<file path="config.mk">
export PLATFORM = sky130hd
export DESIGN_NAME = register_file_sb
export DESIGN_NICKNAME = d
export VERILOG_FILES = /design/src/rtl/register_file_sb.sv
export SDC_FILE = /design/constraint.sdc
export NUM_CORES = 2
export LEC_CHECK = 0
export BUFFER_PORTS_ARGS = -buffer_cell sky130_fd_sc_hd__buf_2
export CORE_MARGIN = 8
export CORE_UTILIZATION = 30
export CTS_BUF_LIST = sky130_fd_sc_hd__clkbuf_2
export CTS_CLUSTER_DIAMETER = 120
export CTS_CLUSTER_SIZE = 20
export DETAILED_ROUTE_END_ITERATION = 16
export PLACE_DENSITY_LB_ADDON = 0.3
export SETUP_SLACK_MARGIN = 0.15
export SLEW_MARGIN = 40
export SYNTH_ARGS = -nofsm -noshare
export SYNTH_HDL_FRONTEND = slang
export SYNTH_SLANG_ARGS = --single-unit
</file>
<file path="constraint.sdc">
create_clock -name Clock -period 2.77 [get_ports Clock]
set_input_delay 0.6925 -clock Clock [delete_from_list [all_inputs] [get_ports Clock]]
set_output_delay 0.6925 -clock Clock [all_outputs]
set_load 0.05 [all_outputs]
</file>
<file path="src/rtl/register_file_sb.sv">
// register_file_sb
//   MIPS general-purpose register file with a registered read path.
//   Two read ports, one write port, optional hardwired zero register,
//   optional write-to-read bypass and a per-register pending (scoreboard)
//   bit. Results appear one cycle after ReadEnable, qualified by ReadValid.
//
// Ports
//   Clock          in   single clock, rising edge
//   Reset          in   synchronous, active-high; clears registers, pending bits, outputs
//   RegWrite       in   write enable; also clears the pending bit of WriteRegister
//   WriteRegister  in   write index
//   WriteData      in   write data
//   ReadEnable     in   launch a read of both ports
//   ReadRegister1  in   port-1 read index
//   ReadRegister2  in   port-2 read index
//   PendSet        in   mark PendRegister as awaiting writeback
//   PendRegister   in   index whose pending bit is set
//   ReadData1      out  registered port-1 data
//   ReadData2      out  registered port-2 data
//   ReadValid      out  high the cycle after an accepted read
//   Busy1          out  registered pending state of the port-1 register
//   Busy2          out  registered pending state of the port-2 register
module register_file_sb #(
  parameter int DATA_W   = 32,
  parameter int ADDR_W   = 5,
  parameter bit ZERO_REG = 1'b1,
  parameter bit BYPASS   = 1'b1
) (
  input  logic              Clock,
  input  logic              Reset,
  input  logic              RegWrite,
  input  logic [ADDR_W-1:0] WriteRegister,
  input  logic [DATA_W-1:0] WriteData,
  input  logic              ReadEnable,
  input  logic [ADDR_W-1:0] ReadRegister1,
  input  logic [ADDR_W-1:0] ReadRegister2,
  input  logic              PendSet,
  input  logic [ADDR_W-1:0] PendRegister,
  output logic [DATA_W-1:0] ReadData1,
  output logic [DATA_W-1:0] ReadData2,
  output logic              ReadValid,
  output logic              Busy1,
  output logic              Busy2
);

  localparam int DEPTH = 1 << ADDR_W;

  logic [DATA_W-1:0] mem [DEPTH];
  logic [DEPTH-1:0]  pend;
  logic [DEPTH-1:0]  pend_nxt;
  logic              wr_en;
  logic [DATA_W-1:0] rd1_nxt;
  logic [DATA_W-1:0] rd2_nxt;

  function automatic logic is_zero(input logic [ADDR_W-1:0] idx);
    return ZERO_REG && (idx == '0);
  endfunction

  // Writes to the hardwired zero register never reach the array.
  assign wr_en = RegWrite && !is_zero(WriteRegister);

  // Scoreboard next state: a new producer (PendSet) wins over a writeback
  // to the same index in the same cycle.
  always_comb begin
    pend_nxt = '0;
    for (int i = 0; i < DEPTH; i++) begin
      pend_nxt[i] = (PendSet && (PendRegister == ADDR_W'(i))) ||
                    (pend[i] && !(RegWrite && (WriteRegister == ADDR_W'(i))));
    end
    if (ZERO_REG) pend_nxt[0] = 1'b0;
  end

  // Zero register beats bypass; bypass beats the stored value.
  always_comb begin
    rd1_nxt = mem[ReadRegister1];
    rd2_nxt = mem[ReadRegister2];
    if (BYPASS && wr_en && (WriteRegister == ReadRegister1)) rd1_nxt = WriteData;
    if (BYPASS && wr_en && (WriteRegister == ReadRegister2)) rd2_nxt = WriteData;
    if (is_zero(ReadRegister1)) rd1_nxt = '0;
    if (is_zero(ReadRegister2)) rd2_nxt = '0;
  end

  // Single register stage: array, scoreboard and read outputs
  always_ff @(posedge Clock) begin
    if (Reset) begin
      for (int i = 0; i < DEPTH; i++) mem[i] <= '0;
      pend      <= '0;
      ReadData1 <= '0;
      ReadData2 <= '0;
      ReadValid <= 1'b0;
      Busy1     <= 1'b0;
      Busy2     <= 1'b0;
    end else begin
      if (wr_en) mem[WriteRegister] <= WriteData;
      pend      <= pend_nxt;
      ReadValid <= ReadEnable;
      if (ReadEnable) begin
        ReadData1 <= rd1_nxt;
        ReadData2 <= rd2_nxt;
        Busy1     <= pend_nxt[ReadRegister1];
        Busy2     <= pend_nxt[ReadRegister2];
      end
    end
  end

endmodule

</file>
== Word level (Yosys, flattened, before mapping) ==
Memories as Yosys holds them, arrays and structs flattened.
Index checks and enable logic that the tools add are counted.
Operators by class
  reductions and logical operators: 163
  magnitude comparators: 2
  multiplexer cells: 16
  equal/unequal tests: 64
Operator list (count)
  $eq 5x5->1 const B: 32
  $mux 32: 5
  $logic_and 1x1->1: 96
  $eq 5x4->1 const B: 16
  $eq 5x3->1 const B: 8
  $logic_not 1->1: 32
  $reduce_or 32->1: 1
  $logic_or 1x1->1: 31
  $eq 5x2->1 const B: 4
  $logic_not 5->1: 3
  $lt 5x6->1 const B: 2
  $bmux 1 s5: 2
  $eq 5x1->1 const B: 2
  $eq 5x5->1: 2
  $mux 1: 8
  $mux 5: 1
Word-level totals
  memory bits (writable): 1024
  logic and storage cells: 252
  bits in registers: 98
  input port bits: 57
  output and inout bits: 67
  memories kept: 1
Memory list
  mem: depth 32, width 32, read ports 2, clocked after Yosys merged registers in 0, wr ports 32, line 48  | logic [DATA_W-1:0] mem [DEPTH];

== Longest topological paths before layout ==
  depth after elaboration: 8
  gate-level depth with buffers: 10
  gate-level depth less buffers: 7

== Worst setup path before layout ==
No wires, ideal clock.
  kind: input to register
  start point: input port ReadRegister1[0]
  end point: register ReadData1[17]
  setup time: 128 ps
  slack: -113 ps
  path buffers: 3
  arrival: 2755 ps
  required time: 2642 ps
  cell stages on the path: 9
  cells stage by stage: clkbuf_1 -> clkbuf_1 -> buf_2 -> mux4_2 -> mux4_2 -> mux2i_1 -> nand2_1 -> o21ai_0 -> o21ai_1
On the way
  longest elaborated chain between the ends: 4
  elaborated cells between the ends (all ways): 6
  those cells by class: eq/ne: 1; mux: 2; reduce/logical: 2; memory: 1
RTL lines
  from (decl): line 35  | input logic [ADDR_W-1:0] ReadRegister1,
  parallel branches: the longest is 3 deep, another holds $mem_v2 32x32
  $mux 32 (*): line 79  | if (is_zero(ReadRegister1)) rd1_nxt = '0;
  to (signal assigned): line 98  | ReadData1 <= rd1_nxt;
  to (decl): line 39  | output logic [DATA_W-1:0] ReadData1,
Mark *: on every way between the ends.
A chain may end at the register's enable or synchronous reset.

== Final worst setup path ==
  start point: register ReadData2[21]
  end point: output port ReadData2[21]
RTL lines
  from (decl): line 40  | output logic [DATA_W-1:0] ReadData2,
  from (signal assigned): line 99  | ReadData2 <= rd2_nxt;
No word-level cell between the ends.

==> results.json <==
{
  "synth-main-ff-cell": "edfxtp_1",
  "path_depth": 1,
  "fin_crit_sh_pct": 105,
  "p_per_area_nw_per_um2": 474,
  "syn_area_sq_um": 58700,
  "core_sq_um": 195000,
  "hold_class": "in -> reg",
  "max-slew-margin-rel_pct": 48.5,
  "gp_congestion": 0.842,
  "final_util_pct": 35.8,
  "yosysTopAreaCell": "edfxtp_1",
  "synthAdderAreaFrac_pct": 0,
  "timing.setup.tns_ns": -3.35,
  "core.rowCount": 162,
  "grt-ovfl-total": 0,
  "slew_violations": 0,
  "critPathRequiredTime_ns": 2.08,
  "clock-sinks": 1122,
  "multi_input_area_sq_um": 24800,
  "syn_area_per_cell_sq_um": 15.6,
  "antenna_found_initial": 25,
  "worst_slack_ns": -0.126,
  "yosys_warnings": 0,
  "synth_cell_types": 57,
  "slowest_delay_ns": 0.48,
  "numPortBuffers": 123,
  "violations": "negative setup slack",
  "critPathCaptureType": "primary output",
  "synth_top_family_by_area": "multiplexers",
  "fin_area_sq_um": 69600,
  "h-tree-depth": 3,
  "cts-root-buf": "clkbuf_2",
  "grt_pass1_wl_um": 311000,
  "cts_buffers": 67,
  "routed_wl_um": 225000,
  "finalSetupViolCount": 56,
  "crit_slowest_cell": "dfxtp_4",
  "vias": 37660,
  "regArea_sq_um": 32900,
  "drc": 0,
  "crit_arrival_ns": 2.20,
  "synth-async-reset-ratio_pct": 0,
  "synth_edf_count": 1024,
  "max_freq_ghz": 0.345,
  "synth-simple-area-share_pct": 13.0,
  "grt_pass1_vias": 37511,
  "clkTransAtPathRegs_ns": 0.37,
  "cts_tree": "built",
  "wl_per_cell_um": 33.3,
  "area_growth_syn_to_layout_pct": 18.6,
  "ir_drop_mv": 0.230,
  "drt_iter0_drc": 5011,
  "synth_compound_area_share_pct": 2.35,
  "place_ws_ns": -0.499,
  "crit_buf_inv": 1,
  "grt_max_degree": 60,
  "antenna_left": 0,
  "status": "finished, violations left",
  "die_w_um": 458,
  "hold_depth": 4,
  "via_per_inst": 5.58,
  "clock_skew_ns": 0.157,
  "r2r_cells": 7,
  "die_area_sq_um": 210000,
  "worstMarginPinSlew_ns": 0.773,
  "leakagePower_nw": 23.8,
  "synthDominantCellAreaShare_pct": 52.4,
  "insertion_delay_ns": 1.56,
  "start_util_pct": 30.1,
  "whs_ns": 0.216,
  "total_power_mw": 33.0,
  "synth_xor_area_share_pct": 0.149,
  "path_class": "reg -> out",
  "drv_cap": 0,
  "die_h_um": 458,
  "groute.usage.overall_pct": 20.8,
  "dp_hpwl_um": 146000,
  "place_inst": 6509,
  "crit_fanout": 2,
  "rsz0062_at_grt": "yes",
  "ys_seq_area_share_pct": 55.8,
  "final_cells": 6745,
  "drive_gt1_share_pct": 36.4,
  "firstDrtPassIters": 6,
  "cp-start-kind": "register",
  "num-nets-final": 4185,
  "placed_area_sq_um": 67100,
  "synthMuxAreaShare_pct": 25.9,
  "period_minus_slack_ns": 2.90,
  "hold_viol": 0,
  "io_pins": 124,
  "ys_ff_latch": 1122,
  "synthesis.instances": 3752,
  "cts_buffer_depth": 3,
  "crit_family": "flip-flops",
  "fillers": 18329,
  "path_cells": "buf_8",
  "synth_area_leaders": "edfxtp_1 52%, mux4_2 25%, and2_1 11%"
}
-- metal layers --
metal	share of wire (%)	vias to the layer above	track usage, %	wire, um
met5	0.031	-	0.204	69
met4	3.5	4	6.27	7790
met3	9.2	348	4.13	20600
met2	47	2113	33.4	105000
met1	41	20002	28.8	91700
li1	-	15193	-	-
-- Yosys cell counts, types with 9 or more instances --
cell and instances:
o21ai_1 59, buf_2 47, nor2_1 82, buf_1 11
buf_4 16, or2_2 35, nand2_1 106, o21a_1 14
mux2i_1 50, mux2_2 21, o211ai_1 9, o21ai_0 72
clkbuf_1 324, a222oi_1 20, edfxtp_1 1024, and2_1 992
dfxtp_1 98, mux4_2 643, nor2b_1 19
-- flip-flops by register name, indices dropped and copies added, names as in the netlist --
register / flops
Busy1: 1
Busy2: 1
ReadData1: 32
ReadData2: 32
ReadValid: 1
mem: 1024
pend: 31
-- final timing paths --
path | from | endpoint | slack, ns
hold / removal | ReadEnable | Busy2$_SDFFE_PP0P_ | 0.22
setup reg to reg | mem[11][29]$_SDFFCE_PN0P_ | ReadData1[29]$_SDFFE_PP0P_ | 0.20
setup / recovery | ReadData2[21]$_SDFFE_PP0P_ | ReadData2[21] | -0.13
hold reg to reg | ReadData1[28]$_SDFFE_PP0P_ | ReadData1[28]$_SDFFE_PP0P_ | 0.48
-- area by class of cell --
class	count	area share (%)
antenna	21	0.0755
timing repair buffer	676	11.6
clock buffer	114	0.820
clock inverter	9	0.101
tap	2542	4.57
sequential	1122	47.2
inverter	5	0.0342
multi-input combinational	2256	35.6
-- repair_timing --
item                                    4_1_cts  5_1_grt
hold buffers                                 86        0
buffers inserted                              6        1
endpoints found under the setup margin       67       76
cloned                                        0        1
endpoints found under the hold margin      1180        0
gates resized for setup                     299       13
-- layout by cell type, fill, tap and decap left out, types with 37 or more instances in the layout --
cell and instances:
o21ai_1 60, edfxtp_1 1024, dlygate4sd3_1 83, buf_4 289, nor2_1 53, dfxtp_2 37
o21ai_0 71, clkbuf_2 114, buf_8 67, nand2_1 105, buf_2 46, buf_12 185
mux4_2 643, mux2i_1 48, and2_1 992
-- kinds of logic (layout without fill, tap and decap cells) --
kind of cell	count (synthesis)	in the layout
xor+xnor	10	10
flops	1122	1122
buf+inv	405	804
other cells	1	53
simple gates	1282	1282
mux	714	714
compound gates	218	218
-- report_power, final --
| group | total [mW] | internal, mW | switching [mW] |
|---|---|---|---|
| clock | 6.70 | 1.09 | 5.62 |
| combinational | 6.30 | 3.08 | 3.22 |
| sequential | 20.0 | 19.4 | 0.578 |
| total | 33.0 | 23.6 | 9.41 |
No activity file was read; power rests on OpenSTA's default activity.
